File: src/rtl/data_memory_unit.sv
// Data-memory stage: posted-store write buffer with forwarding in front of a 256x8 single-port RAM.
// Optional power-on RAM clear sweep enabled by defining DMU_CLEAR_EN.
module data_memory_unit #(
  parameter int WB_DEPTH = 4
) (
  input  logic       clk,
  input  logic       rst_n,
  input  logic [1:0] memory_function,
  input  logic [7:0] memory_request,
  input  logic [7:0] memory_write_address,
  input  logic [7:0] memory_write,
  output logic [7:0] memory_read,
  output logic       busy,
  output logic       overflow,
  output logic [3:0] wb_count
);

  localparam int              PW      = $clog2(WB_DEPTH);
  localparam logic [3:0]      DEPTH_C = 4'(WB_DEPTH);
  localparam logic [PW-1:0]   LAST    = PW'(WB_DEPTH - 1);
  localparam logic [PW:0]     DEPTH_W = (PW + 1)'(WB_DEPTH);

  // Handshake: none. Every command is taken on the edge it is presented;
  // busy is advisory only and never stalls the upstream unit.

  logic [7:0]    ram     [256];
  logic [7:0]    wb_addr [WB_DEPTH];
  logic [7:0]    wb_data [WB_DEPTH];
  logic [PW-1:0] head;
  logic [PW-1:0] tail;
  logic [PW:0]   slot;

  logic       run;
  logic       is_load;
  logic       is_store;
  logic       full;
  logic       drain;
  logic       accept;
  logic       drop;
  logic       fwd_hit;
  logic [7:0] fwd_data;

  function automatic logic [PW-1:0] nxt(input logic [PW-1:0] p);
    return (p == LAST) ? '0 : p + 1'b1;
  endfunction

`ifdef DMU_CLEAR_EN
  typedef enum logic {INIT, RUN} state_t;
  state_t     state;
  logic [7:0] sweep_addr;

  always_ff @(posedge clk or negedge rst_n) begin
    if (!rst_n) begin
      state      <= INIT;
      sweep_addr <= '0;
    end else if (state == INIT) begin
      sweep_addr <= sweep_addr + 8'd1;
      if (sweep_addr == 8'hFF) state <= RUN;
    end
  end

  assign run = (state == RUN);
`else
  assign run = 1'b1;
`endif

  assign full     = (wb_count == DEPTH_C);
  assign is_load  = run & memory_function[0];
  assign is_store = run & memory_function[1];
  // The port drains the head only when no load claims it this cycle.
  assign drain    = run & ~memory_function[0] & (wb_count != 4'd0);
  assign accept   = is_store & (~full | drain);
  assign drop     = is_store & ~accept;
  assign busy     = ~run | full;

  // Walk oldest to youngest so the youngest matching entry wins.
  always_comb begin
    fwd_hit  = 1'b0;
    fwd_data = '0;
    slot     = '0;
    for (int i = 0; i < WB_DEPTH; i++) begin
      slot = {1'b0, head} + (PW + 1)'(i);
      if (slot >= DEPTH_W) slot = slot - DEPTH_W;
      if ((4'(i) < wb_count) && (wb_addr[slot[PW-1:0]] == memory_request)) begin
        fwd_hit  = 1'b1;
        fwd_data = wb_data[slot[PW-1:0]];
      end
    end
  end

  always_ff @(posedge clk or negedge rst_n) begin
    if (!rst_n) begin
      head        <= '0;
      tail        <= '0;
      wb_count    <= '0;
      overflow    <= 1'b0;
      memory_read <= '0;
    end else begin
      if (drain)  head <= nxt(head);
      if (accept) tail <= nxt(tail);
      case ({accept, drain})
        2'b10:   wb_count <= wb_count + 4'd1;
        2'b01:   wb_count <= wb_count - 4'd1;
        default: wb_count <= wb_count;
      endcase
      if (drop)    overflow    <= 1'b1;
      if (is_load) memory_read <= fwd_hit ? fwd_data : ram[memory_request];
    end
  end

  always_ff @(posedge clk) begin
    if (accept) begin
      wb_addr[tail] <= memory_write_address;
      wb_data[tail] <= memory_write;
    end
  end

  // RAM contents survive reset; only the sweep (when built in) clears them.
  always_ff @(posedge clk) begin
`ifdef DMU_CLEAR_EN
    if (state == INIT) ram[sweep_addr] <= 8'h00;
    else
`endif
    if (drain) ram[wb_addr[head]] <= wb_data[head];
  end

endmodule

File: config.mk
export PLATFORM = sky130hd
export DESIGN_NAME = data_memory_unit
export DESIGN_NICKNAME = d
export VERILOG_FILES = /design/src/rtl/data_memory_unit.sv
export SDC_FILE = /design/constraint.sdc
export NUM_CORES = 2
export LEC_CHECK = 0
export ABC_AREA = 1
export CAP_MARGIN = 20
export CORE_MARGIN = 2
export CORE_UTILIZATION = 30
export CTS_BUF_LIST = sky130_fd_sc_hd__clkbuf_16
export CTS_CLUSTER_DIAMETER = 200
export CTS_CLUSTER_SIZE = 30
export DETAILED_ROUTE_END_ITERATION = 10
export GPL_ROUTABILITY_DRIVEN = 0
export MAX_ROUTING_LAYER = met4
export PLACE_DENSITY = 0.54
export SLEW_MARGIN = 20
export SYNTH_ARGS = -nofsm -noshare
export SYNTH_HDL_FRONTEND = slang
export SYNTH_SLANG_ARGS = --single-unit
File: constraint.sdc
create_clock -name clk -period 26 [get_ports clk]
set_input_delay 3.9 -clock clk [delete_from_list [all_inputs] [get_ports clk]]
set_output_delay 3.9 -clock clk [all_outputs]
set_load 0.02 [all_outputs]
Word-level counts from Yosys, hierarchy flattened
Memories as Yosys holds them, arrays and structs flattened.
Index checks and enable logic that the tools add are counted.
- logic and storage cells: 69
- memories: 3
- output and inout port bits: 14
- RAM bits: 2112
- register bits: 17
- memory list (name ; words ; bits a word ; rd ports ; clocked after memory_dff ; wr ports ; line ; text):
    ram ; 256 ; 8 ; 1 ; 0 ; 1 ; 26 ; logic [7:0] ram [256];
    wb_addr ; 4 ; 8 ; 5 ; 0 ; 1 ; 27 ; logic [7:0] wb_addr [WB_DEPTH];
    wb_data ; 4 ; 8 ; 5 ; 0 ; 1 ; 28 ; logic [7:0] wb_data [WB_DEPTH];
- $lt $le $gt $ge: 8
- equality and inequality tests: 9
- multiplexer cells: 20
- bitwise gates (word level): 7
- add/subtract/negate cells: 11
- reductions and logical operators: 6
- operator list (kind ; count):
    2-to-1 mux 8 bit ; 5
    == test 8 bit ; 4
    2-to-1 mux 2 bit ; 6
    >= comparator 3 bit, second input constant ; 3
    < comparator 1 x 4 -> 1 bit, first input constant ; 2
    < comparator 2 x 4 -> 1 bit, first input constant ; 2
    2-to-1 mux 1 bit ; 8
    one-hot mux 4 bit (2 select lines) ; 1
    subtractor 2 x 1 -> 2 bit, second input constant ; 4
    adder 2 x 2 -> 3 bit, second input constant ; 2
    == test 2 bit, second input constant ; 3
    adder 2 x 1 -> 2 bit, second input constant ; 2
    adder 4 x 1 -> 4 bit, second input constant ; 1
    == test 4 x 3 -> 1 bit, second input constant ; 1
    logical AND 1 bit ; 4
    nonzero test 4 bit ; 1
    subtractor 4 x 1 -> 4 bit, second input constant ; 1
    adder 2 x 1 -> 3 bit, second input constant ; 1
    bitwise AND 1 bit ; 3
    >= comparator 2 x 3 -> 1 bit, second input constant ; 1
    NOT 1 bit ; 3
    == test 2 x 1 -> 1 bit, second input constant ; 1
    nonzero test 2 bit ; 1
    bitwise OR 1 bit ; 1

Longest topological paths before layout
An unclocked memory read counts as a cell.
- depth after elaboration: 10
- mapped depth: 19
- mapped depth without buffers: 17

Worst setup path after synthesis
OpenSTA, ideal clock, no wires.
- kind: reg-to-reg
- start point: register head[0]
- end point: memory ram[0][6] (data pin)
- arrival time: 11.003 ns
- required time: 23.803 ns
- slack: 12.800 ns
- cell stages (with the launch flop): 6
- path through: dfrtp_1 > buf_6 > buf_12 > buf_2 > mux2i_1 > o21ai_0
- cells in the longest elaborated chain, start to end: 1
- ends and longest elaborated chain (what ; line ; text):
    start: declaration ; 29 ; logic [PW-1:0] head;
    start signal: assignment ; 99 ; if (drain) head <= nxt(head);
    memory read (4 x 8 bit) ; - ;
    end: declaration ; 26 ;
Every way passes these cells.

Final worst setup path
- start point: input memory_request[1]
- end point: register memory_read[2]
- cells in the longest elaborated chain, start to end: 7
- elaborated cells between the ends (all ways): 18
- those cells by class: 4 x eq/ne; 9 x mux; 4 x reduce/logical; 1 x memory
- ends and longest elaborated chain (what ; line ; text):
    start: declaration ; 9 ; input logic [7:0] memory_request,
    parallel branches: the longest is 6 deep, another holds memory read (256 x 8 bit) ; - ;
    2-to-1 mux 8 bit * ; 107 ; if (is_load) memory_read <= fwd_hit ? fwd_data : ram[memory_request];
    end signal: assignment ; 107 ;
    end: declaration ; 12 ; output logic [7:0] memory_read,
Mark *: on every way between the ends.
A chain may end at the register's enable or synchronous reset.

==> impl_metrics.env <==
export IMPL_htree_levels=3
export IMPL_tns_ps=0
export IMPL_synth_top_cells_by_area="edfxtp_1 (72%), nand3_1 (12%), nand2_1 (9.5%), nor2_1 (1.5%), buf_2 (1.5%)"
export IMPL_power_static_leakage_nw=31.7
export IMPL_area_growth_pct=7.08
export IMPL_final_layout_size_suffix_gt1_share_pct=3.46
export IMPL_postLayoutCellArea_mm2=0.0945
export IMPL_filler_cell_count=29357
export IMPL_avgRoutedWirePerCell_um=22.7
export IMPL_synth_distinct_cells=43
export IMPL_finalWorstSetupSlack_ps=17510
export IMPL_boundary_pins=42
export IMPL_synth_fp_nets=7656
export IMPL_startpoint_types="input port"
export IMPL_worst_path_most_repeated_cell="nand3_1"
export IMPL_maxSlewHeadroom_pct=12.2
export IMPL_dpl_instance_area_mm2=0.0922
export IMPL_syn_warnings=0
export IMPL_clockRootBuffer="clkbuf_16"
export IMPL_vdd_ir_drop_max_mv=0.102
export IMPL_grt_setup_unrepaired="no"
export IMPL_worstMarginPinSlew_ps=1320
export IMPL_drt_pass1_iterations=5
export IMPL_post_synth_cell_area_avg_um2=11.6
export IMPL_ys_dominant_reg_cell="edfxtp_1"
export IMPL_timing_critical_path_to_type="register"
export IMPL_deepest_clock_path_buffer_count=3
export IMPL_hold_viol_final=0
export IMPL_hold_critical_path_depth=1
export IMPL_synth_edf_count=2112
export IMPL_cpPeakStageDelay_ps=800
export IMPL_peak_clock_frequency_supported_by_timing_mhz=118
export IMPL_grt_start_max_net_pins=196
export IMPL_final_net_count=7367
export IMPL_cts_sink_count=2129
export IMPL_worst_r2r_cell_count=9
export IMPL_clkSlewWorstSetupHoldPaths_ps=120
export IMPL_synth_cells_most_frequent="nand2_1 (2233), edfxtp_1 (2112), nand3_1 (2084)"
export IMPL_fin_hold_ws_ps=482
export IMPL_avgViaCountPerCell=5.09
export IMPL_cp_cell_sequence="buf_8 > buf_4 > buf_4 > buf_4 > buf_4 > nand3_1 > nand3_1 > nand3_1 > nand3_1 > nand3_1 > nand3_1 > nand3_1 > nand3_1 > nand2_1 > nand2_1 > nand2_1"
export IMPL_grt_remaining_overflow=0
export IMPL_die_area_mm2=0.298
export IMPL_netlist_top_cell_by_area="edfxtp_1"
export IMPL_cp_required_ps=26650
export IMPL_dp_final_hpwl_um=143000
export IMPL_synthMostInstantiatedCell="nand2_1"
export IMPL_post_place_ws_ps=16840
export IMPL_routed_via_count=57500
export IMPL_path_max_fanout=74
export IMPL_outcome="finished, final reports clean"
export IMPL_clk_insertion_delay_late_ps=780
export IMPL_tritoncts_num_buffers=80
export IMPL_timing_final_setup_violations=0
export IMPL_final_min_clock_period_ps=8490
export IMPL_hold_path_class="reg -> reg"
export IMPL_yosys_register_bits=2129
export IMPL_first_global_vias=54796
export IMPL_core_mm2=0.293
export IMPL_worst_path_max_delay_cell="buf_4"
export IMPL_fin_skew_ps=47.5
export IMPL_synth_top_cell_area_share_pct=71.9
export IMPL_share_of_synthesized_flip_flops_with_an_asynchronous_set_or_reset_pct=0.798
export IMPL_grt_first_pass_wirelength_um=376000
export IMPL_port_buffers=41
export IMPL_finalNonFillerCells=11291
export IMPL_mappedNetlistArea_mm2=0.0882
export IMPL_drt_iter0_markers=6439
export IMPL_power_density_mw_per_mm2=85.4
export IMPL_all_layer_gr_usage_pct=17.1
export IMPL_drcViolationCount=0
export IMPL_worstSetupPathType="in -> reg"
export IMPL_wirelength_um=256000
export IMPL_fp_dieW_um=546
export IMPL_route_antenna_remaining_nets=0
export IMPL_cp_data_arrival_time_ps=9140
export IMPL_syn_inst=7620
export IMPL_slew_viol_final=0
export IMPL_antenna_found_initial=3
export IMPL_post_cts_repair_setup_buffers=0
export IMPL_placed_cells=11166
export IMPL_final_min_period_over_clock_period_pct=32.7
export IMPL_initial_utilization_pct=30.1
export IMPL_seq_area_frac_synth_pct=72.4
export IMPL_die_h_um=546
export IMPL_row_count=199
export IMPL_number_of_hold_repair_buffers_added_at_the_cts_stage=0
export IMPL_report_power_total_mw=8.07
export IMPL_postCtsResizedCells=0
export IMPL_clock_tree_from_tritoncts="done"
export IMPL_max_cap_viol_count=0
export IMPL_final_util_pct=32.2
[worst max-delay path, delay by kind of cell]
| family | cells | cell delay [ps] |
|---|---|---|
| AND/OR/NAND/NOR | 11 | 1580 |
| buffers and inverters | 5 | 3300 |
[final timing paths]
check | from | end | slack (ps)
worst max register to register | head[0]$_DFFE_PN0P_ | ram[70][0]$_DFFE_PP_ | 20510
min in group asynchronous | rst_n | wb_count[3]$_DFFE_PN0P_ | 3470
worst min register to register | overflow$_DFFE_PN0P_ | overflow$_DFFE_PN0P_ | 480
max in group asynchronous | rst_n | head[1]$_DFFE_PN0P_ | 22250
worst max-delay path | memory_request[1] | memory_read[2]$_DFFE_PN0P_ | 17510
worst min-delay path | overflow$_DFFE_PN0P_ | overflow$_DFFE_PN0P_ | 480
[placed cells by master, fill, tap and decap left out, types with 2 or more instances in the layout]
master,netlist,routed
nand2_2,15,16
nand3_2,6,6
clkbuf_16,0,82
buf_16,0,2
o21ai_1,3,3
ha_1,8,8
mux2i_1,40,40
nor2_1,359,356
diode_2,0,6
clkinv_1,4,3
buf_8,1,3
nand2_4,1,2
o21ai_4,0,8
inv_8,0,3
o21ai_0,60,52
o22ai_1,12,12
xor2_1,12,12
dfrtp_1,17,16
nand3_1,2084,2084
nor2_4,3,3
a21oi_1,20,20
buf_4,2,92
nor2_2,4,7
buf_12,1,9
inv_6,0,2
inv_1,77,106
clkdlybuf4s50_1,0,35
o21ai_2,2,2
nand2_1,2233,2231
nand4_1,9,9
inv_2,5,5
nor3_1,7,7
edfxtp_1,2112,2112
[report_power, final]
group          internal [mW]  switching [mW]
sequential              4.52          0.0328
clock                  0.581            1.02
combinational          0.303            1.61
[cell families after synthesis]
| group | Yosys count | synth area share (%) |
|---|---|---|
| XOR/XNOR | 13 | 0.138 |
| multiplexers | 40 | 0.454 |
| AND/OR/NAND/NOR | 4728 | 23.3 |
| buffers and inverters | 600 | 3.03 |
| flip-flops | 2129 | 72.4 |
| adder cells (fa/ha/maj) | 8 | 0.113 |
| AO/OA/AOI/OAI | 102 | 0.620 |
[registers in the layout, summed over array words and instances (netlist names)]
signal and count:
overflow 1, wb_count 4, head 2, ram 2048, wb_addr 32, wb_data 32
tail 2, memory_read 8
[metal layers]
metal | vias up | part of all wire [%] | wire length, um | GRT usage (%)
li1 | 26203 | - | - | -
met1 | 29092 | 43 | 111000 | 22.8
met2 | 1927 | 48 | 122000 | 27.3
met3 | 278 | 6.1 | 15500 | 1.76
met4 | 0 | 3.0 | 7600 | 5.50
met5 | - | 0 | 0 | -
[cell type report]
class                   instances  area (um^2)  area share [%]
diodes                          6         15.0          0.0159
clock buffers                  82         2050            2.17
clock inverters                35          154           0.163
inverters                      86          348           0.368
multi-input cells            4891        21800            23.1
flip-flops and latches       2129        63800            67.6
well taps                    3919         4900            5.19
repair buffers                143         1340            1.42
No activity file was read; power rests on OpenSTA's default activity.
